--- config.mk ---
export PLATFORM = sky130hd
export DESIGN_NAME = uart_rx_frame
export DESIGN_NICKNAME = d
export VERILOG_FILES = /design/src/rtl/uart_pkg.sv /design/src/rtl/uart_baud_tick.sv /design/src/rtl/uart_rx_frame.sv
export SDC_FILE = /design/constraint.sdc
export NUM_CORES = 1
export LEC_CHECK = 0
export ABC_AREA = 1
export BUFFER_PORTS_ARGS = -buffer_cell sky130_fd_sc_hd__buf_2
export CORE_MARGIN = 2
export CORE_UTILIZATION = 51
export CTS_CLUSTER_SIZE = 12
export DETAILED_ROUTE_END_ITERATION = 16
export PLACE_DENSITY = 0.77
export SETUP_SLACK_MARGIN = 0.5
export SLEW_MARGIN = 5
export SYNTH_ARGS = -nofsm -noshare
export SYNTH_HDL_FRONTEND = slang
export SYNTH_HIERARCHICAL = 1
export SYNTH_SLANG_ARGS = --single-unit
--- constraint.sdc ---
create_clock -name clk -period 2 [get_ports clk]
set_input_delay 0.1 -clock clk [delete_from_list [all_inputs] [get_ports clk]]
set_output_delay 0.1 -clock clk [all_outputs]
set_load 0.02 [all_outputs]
--- src/rtl/uart_pkg.sv ---
// Shared constants for the UART receive path: FSM state codes, oversampling
// ratio and the baud divider computation.
package uart_pkg;

  localparam int unsigned OVERSAMPLE = 16;
  localparam int unsigned MID_SAMPLE = 8;

  localparam logic [2:0] ST_IDLE   = 3'd0;
  localparam logic [2:0] ST_START  = 3'd1;
  localparam logic [2:0] ST_DATA   = 3'd2;
  localparam logic [2:0] ST_PARITY = 3'd3;
  localparam logic [2:0] ST_STOP   = 3'd4;

  // Clock cycles per oversample tick; callers must keep the result >= 2.
  function automatic int unsigned baud_div(input int unsigned clk_hz,
                                           input int unsigned baud);
    return clk_hz / (baud * OVERSAMPLE);
  endfunction

endpackage

--- src/rtl/uart_baud_tick.sv ---
// Oversample tick generator: one-cycle pulse every DIV clocks, held at phase
// zero while clear is asserted so the first tick lands DIV cycles after release.
module uart_baud_tick #(
  parameter int unsigned DIV = 10
) (
  input  logic clk,
  input  logic reset,
  input  logic clear,
  output logic tick
);

  localparam int unsigned W = (DIV > 1) ? $clog2(DIV) : 1;

  logic [W-1:0] cnt_q, cnt_d;
  logic         wrap;

  assign wrap = (cnt_q == W'(DIV - 1));
  assign tick = wrap;

  always_comb begin
    cnt_d = cnt_q + W'(1);
    if (clear || wrap) begin
      cnt_d = '0;
    end
  end

  always_ff @(posedge clk) begin
    if (reset) begin
      cnt_q <= '0;
    end else begin
      cnt_q <= cnt_d;
    end
  end

endmodule

--- src/rtl/uart_rx_frame.sv ---
// 8N1 UART receiver (optional parity) with 16x oversampling, mid-bit sampling,
// start-bit glitch rejection and one-cycle result pulses.
module uart_rx_frame
  import uart_pkg::*;
#(
  parameter int unsigned CLK_HZ     = 50000000,
  parameter int unsigned BAUD       = 9600,
  parameter bit          PARITY_EN  = 1'b0,
  parameter bit          PARITY_ODD = 1'b0
) (
  input  logic       clk,
  input  logic       reset,
  input  logic       rx_in,
  output logic [7:0] data_out,
  output logic       data_valid,
  output logic       frame_err,
  output logic       parity_err,
  output logic       busy
);

  localparam int unsigned DIV = baud_div(CLK_HZ, BAUD);

  logic [1:0] sync_q;
  logic       rx_s;
  logic       rx_prev_q;
  logic       tick;
  logic       clear;

  logic [2:0] state_q,  state_d;
  logic [3:0] os_cnt_q, os_cnt_d;
  logic [2:0] bit_cnt_q, bit_cnt_d;
  logic [7:0] shift_q,  shift_d;
  logic       par_bad_q, par_bad_d;
  logic [7:0] data_q,   data_d;
  logic       valid_q,  valid_d;
  logic       ferr_q,   ferr_d;
  logic       perr_q,   perr_d;

  assign rx_s  = sync_q[1];
  assign clear = (state_q == ST_IDLE);

  uart_baud_tick #(.DIV(DIV)) u_tick (
    .clk   (clk),
    .reset (reset),
    .clear (clear),
    .tick  (tick)
  );

  always_comb begin
    state_d   = state_q;
    os_cnt_d  = os_cnt_q;
    bit_cnt_d = bit_cnt_q;
    shift_d   = shift_q;
    par_bad_d = par_bad_q;
    data_d    = data_q;
    valid_d   = 1'b0;
    ferr_d    = 1'b0;
    perr_d    = 1'b0;

    case (state_q)
      ST_IDLE: begin
        // Edge-triggered so a held-low (break) line never re-arms.
        if (!rx_s && rx_prev_q) begin
          state_d   = ST_START;
          os_cnt_d  = '0;
          bit_cnt_d = '0;
          par_bad_d = 1'b0;
        end
      end
      ST_START: begin
        if (tick) begin
          if (os_cnt_q == 4'(MID_SAMPLE - 1)) begin
            os_cnt_d  = '0;
            bit_cnt_d = '0;
            state_d   = rx_s ? ST_IDLE : ST_DATA;
          end else begin
            os_cnt_d = os_cnt_q + 4'd1;
          end
        end
      end
      ST_DATA: begin
        if (tick) begin
          if (os_cnt_q == 4'(OVERSAMPLE - 1)) begin
            os_cnt_d = '0;
            shift_d  = {rx_s, shift_q[7:1]};
            if (bit_cnt_q == 3'd7) begin
              state_d = PARITY_EN ? ST_PARITY : ST_STOP;
            end else begin
              bit_cnt_d = bit_cnt_q + 3'd1;
            end
          end else begin
            os_cnt_d = os_cnt_q + 4'd1;
          end
        end
      end
      ST_PARITY: begin
        if (tick) begin
          if (os_cnt_q == 4'(OVERSAMPLE - 1)) begin
            os_cnt_d  = '0;
            par_bad_d = ((^shift_q) ^ PARITY_ODD) != rx_s;
            state_d   = ST_STOP;
          end else begin
            os_cnt_d = os_cnt_q + 4'd1;
          end
        end
      end
      ST_STOP: begin
        if (tick) begin
          if (os_cnt_q == 4'(OVERSAMPLE - 1)) begin
            os_cnt_d = '0;
            state_d  = ST_IDLE;
            if (!rx_s) begin
              ferr_d = 1'b1;
            end else if (par_bad_q) begin
              perr_d = 1'b1;
            end else begin
              data_d  = shift_q;
              valid_d = 1'b1;
            end
          end else begin
            os_cnt_d = os_cnt_q + 4'd1;
          end
        end
      end
      default: begin
        state_d = ST_IDLE;
      end
    endcase
  end

  always_ff @(posedge clk) begin
    if (reset) begin
      sync_q    <= '1;
      rx_prev_q <= 1'b1;
      state_q   <= ST_IDLE;
      os_cnt_q  <= '0;
      bit_cnt_q <= '0;
      shift_q   <= '0;
      par_bad_q <= 1'b0;
      data_q    <= '0;
      valid_q   <= 1'b0;
      ferr_q    <= 1'b0;
      perr_q    <= 1'b0;
    end else begin
      sync_q    <= {sync_q[0], rx_in};
      rx_prev_q <= rx_s;
      state_q   <= state_d;
      os_cnt_q  <= os_cnt_d;
      bit_cnt_q <= bit_cnt_d;
      shift_q   <= shift_d;
      par_bad_q <= par_bad_d;
      data_q    <= data_d;
      valid_q   <= valid_d;
      ferr_q    <= ferr_d;
      perr_q    <= perr_d;
    end
  end

  assign data_out   = data_q;
  assign data_valid = valid_q;
  assign frame_err  = ferr_q;
  assign parity_err = perr_q;
  assign busy       = (state_q != ST_IDLE);

endmodule

==> run_results.csv <==
group,metric,value,unit
status,status,"completed",
drt,num_vias,2010,
pwr,switching_power,989,uW
timing,finalSetupViolCount,0,
timing,maxSlewHeadroom,44.2,%
clocking,clk_pin_slew,70,ps
pwr,power.leakage,1.04,nW
setup_path,crit_fanout,4,
placed_design,place_congestion,0.767,
drt,drt_iter0_drc,140,
setup_path,end_kind,"flip-flop",
setup_path,worst_setup_path_start_kind,"flip-flop",
floorplan,pin_count,15,
global_routing,grt-ovfl-total,0,
drt,dr.pass1.iters,4,
pwr,switching_share,40.2,%
synthesis,netlist_area,2160,sq um
placed_design,place_area,2300,sq um
pwr,pwr-share-comb,39.5,%
timing,setup_tns,0,ps
cells_and_area,stdcell_count,393,
setup_path,r2r-start,"u_tick/cnt_q[0]",
pwr,p_int,1.47,mW
drt,drc,0,
hold_path,min-delay-start,"reset",
floorplan,start_util,53.7,%
global_routing,grt_pass1_vias,1800,
floorplan,rows,23,
synthesis,syn_inst,315,
placed_design,portBuffers,14,
timing,slew_violations,0,
placed_design,dp_hpwl,2930,um
timing,rsz0062_at_grt,"true",
cells_and_area,diodes,0,
synthesis,synth_nets,323,
cells_and_area,area_growth,24.0,%
cells_and_area,seqCellArea,853,sq um
setup_path,arrival,1860,ps
clocking,clk_latency,290,ps
cells_and_area,drive_above_1_share,32.1,%
cells_and_area,final_area,2680,sq um
pwr,p_total,2.46,mW
global_routing,grt_max_degree,22,
global_routing,grt_pass1_wl,7530,um
drt,wirelength,4540,um
global_routing,gr-usage-all-layers,18.9,%
floorplan,dieArea,4780,sq um
synthesis,syn_avg_cell_area,6.86,sq um
drt,wl_per_cell,11.5,um
hold_path,hold_path_class,"primary input to flip-flop",
pwr,clkPwrFrac,20.3,%
drt,ant_nets,0,
drt,viasPerCell,5.11,
timing,fmax,611,MHz
timing,period_minus_slack,1640,ps
run,maxCapViolCount,0,
clocking,tritoncts,"built",
clocking,numCtsBuffers,5,
clocking,clockBufferDepth,2,
timing,fin_crit_sh,81.8,%
synthesis,ys_ff_latch,42,
synthesis,synth_cell_types,28,
pwr,power-per-cell-area,917,nW/um^2
setup_path,path_class,"flip-flop to flip-flop",
pwr,irDropWorstVdd,0.000511,V
timing,setup_slack,364,ps
synthesis,ys_seq_area_share,38.9,%
cells_and_area,nets,351,
cells_and_area,fillers,338,
pwr,seq_power_share,40.2,%
cells_and_area,final_util,66.6,%
setup_path,r2r_slack,360,ps
timing,fin_skew,2.55,ps
setup_path,cp.required,2220,ps
placed_design,place_inst,374,
floorplan,die_x,69.1,um
global_routing,antenna_found_initial,0,
placed_design,dp_slack,315,ps
hold_path,hold-path-endpoint,"state_q[1]",
floorplan,core_region_area,4030,sq um
timing,whs,159,ps
timing,tightest_slew,837,ps
timing,hold_violations,0,
synthesis,yosys_warnings,6,
clocking,clock_sinks,42,
cells_and_area,multi_input_area,1330,sq um
clocking,root_buffer,"clkbuf_8",
hold_path,hold_path_depth,2,
setup_path,reg2reg_depth,12,
clocking,cts_max_level,2,
setup_path,r2r-end,"bit_cnt_q[1]",
floorplan,die_y,69.1,um
[state kept, by name (all words and copies together) (netlist names)]
| name | flops |
|---|---|
| u_tick/cnt_q | 9 |
| data_out | 8 |
| shift_q | 8 |
| os_cnt_q | 4 |
| bit_cnt_q | 3 |
| state_q | 3 |
| sync_q | 2 |
| data_valid | 1 |
| frame_err | 1 |
| par_bad_q | 1 |
| parity_err | 1 |
| rx_prev_q | 1 |
[cell usage in the layout, fill, tap and decap left out, drive strengths merged]
cell | netlist | routed
xnor2 | 3 | 3
nand4 | 4 | 5
a21oi | 33 | 33
clkbuf | 2 | 7
inv | 49 | 49
o21ai | 26 | 26
nor2 | 36 | 36
nand3 | 16 | 16
nand2 | 87 | 87
buf | 3 | 24
nor3 | 6 | 6
ha | 5 | 5
dlygate4sd3 | 0 | 1
or2 | 2 | 2
dfxtp | 42 | 42
xor2 | 1 | 1
[worst max-delay path: stages, from the launching register on]
cell and delay [ps]:
dfxtp_4 350, inv_4 60, ha_4 110, nand2_2 40, nor2_2 80, nand2_2 80
inv_2 80, inv_4 60, nor2_4 170, inv_2 80, o21ai_4 190, nand4_1 120
a21oi_1 150
[per-layer routing]
layer | GRT usage (%) | vias to the layer above | part of all wire, %
met5 | 0 | - | 0
li1 | - | 1059 | -
met1 | 21.7 | 913 | 44
met3 | 4.82 | 10 | 3.3
met4 | 6.32 | 0 | 1.8
met2 | 34.0 | 28 | 51
[logic make-up (layout without fill, tap and decap cells)]
kind of cell / count (synthesis) / after routing / synth area share (%)
simple gates: 151 / 152 / 31.2
flops: 42 / 42 / 38.9
buf+inv: 54 / 81 / 9.78
compound gates: 59 / 59 / 15.6
xor+xnor: 4 / 4 / 1.62
fa+ha+maj: 5 / 5 / 2.89
[power groups by stage]
stage	Combinational [mW]	Clock (mW)	Sequential, mW
3_5_place_dp	0.766	0	0.990
4_1_cts	0.821	0.522	0.971
5_1_grt	1.08	0.554	0.999
6_report	0.971	0.500	0.988
2_1_floorplan	0.635	0	0.977
3_3_place_gp	0.757	0	0.988
[final cells by class]
| cell class | instances | area share [%] |
|---|---|---|
| clock buffer | 7 | 2.85 |
| multi-input combinational | 220 | 49.7 |
| timing repair buffer | 25 | 6.21 |
| tap | 50 | 2.33 |
| sequential | 42 | 31.8 |
| inverter | 49 | 7.14 |
[cells in the mapped netlist]
| cell type | instances | area (sq um) |
|---|---|---|
| xnor2_1 | 3 | 26.3 |
| buf_6 | 1 | 11.3 |
| nand3_1 | 15 | 75.1 |
| nand4_2 | 1 | 12.5 |
| nand4_1 | 3 | 18.8 |
| nor2_2 | 7 | 43.8 |
| nand2_2 | 5 | 31.3 |
| o21ai_1 | 8 | 40.0 |
| buf_1 | 1 | 3.75 |
| dfxtp_1 | 42 | 841 |
| clkbuf_1 | 2 | 7.51 |
| buf_2 | 1 | 5.00 |
| or2_2 | 2 | 12.5 |
| xor2_1 | 1 | 8.76 |
| nor3_1 | 4 | 20.0 |
| a21oi_4 | 1 | 16.3 |
| nand3_2 | 1 | 10.0 |
| nand2_1 | 80 | 300 |
| o21ai_2 | 2 | 17.5 |
| nor2_1 | 29 | 109 |
| nor3_2 | 2 | 20.0 |
| ha_1 | 5 | 62.6 |
| a21oi_1 | 26 | 130 |
| a21oi_2 | 6 | 52.6 |
| nand2_4 | 2 | 22.5 |
| inv_2 | 8 | 30.0 |
| inv_1 | 41 | 154 |
| o21ai_0 | 16 | 80.1 |
[how the worst max path moves through the flow]
stage                    start           end  slack, ps  cells past startpoint
2_1_floorplan  u_tick/cnt_q[0]  bit_cnt_q[0]        450                     13
3_3_place_gp   u_tick/cnt_q[0]  bit_cnt_q[0]        380                     13
3_5_place_dp   u_tick/cnt_q[0]   data_out[4]        320                     11
4_1_cts        u_tick/cnt_q[0]  bit_cnt_q[1]        360                     13
5_1_grt        u_tick/cnt_q[0]  bit_cnt_q[1]        260                     12
6_report       u_tick/cnt_q[0]  bit_cnt_q[1]        360                     12
[what timing repair did]
action	in CTS	in global routing
hold buffers	1	0
buffers inserted	9	1
resized for setup	26	41
gates cloned	1	0
hold endpoints to repair	1	0
setup endpoints to repair	26	30
pin swaps	7	6
Note: power is estimated with default switching activity, not from simulation.
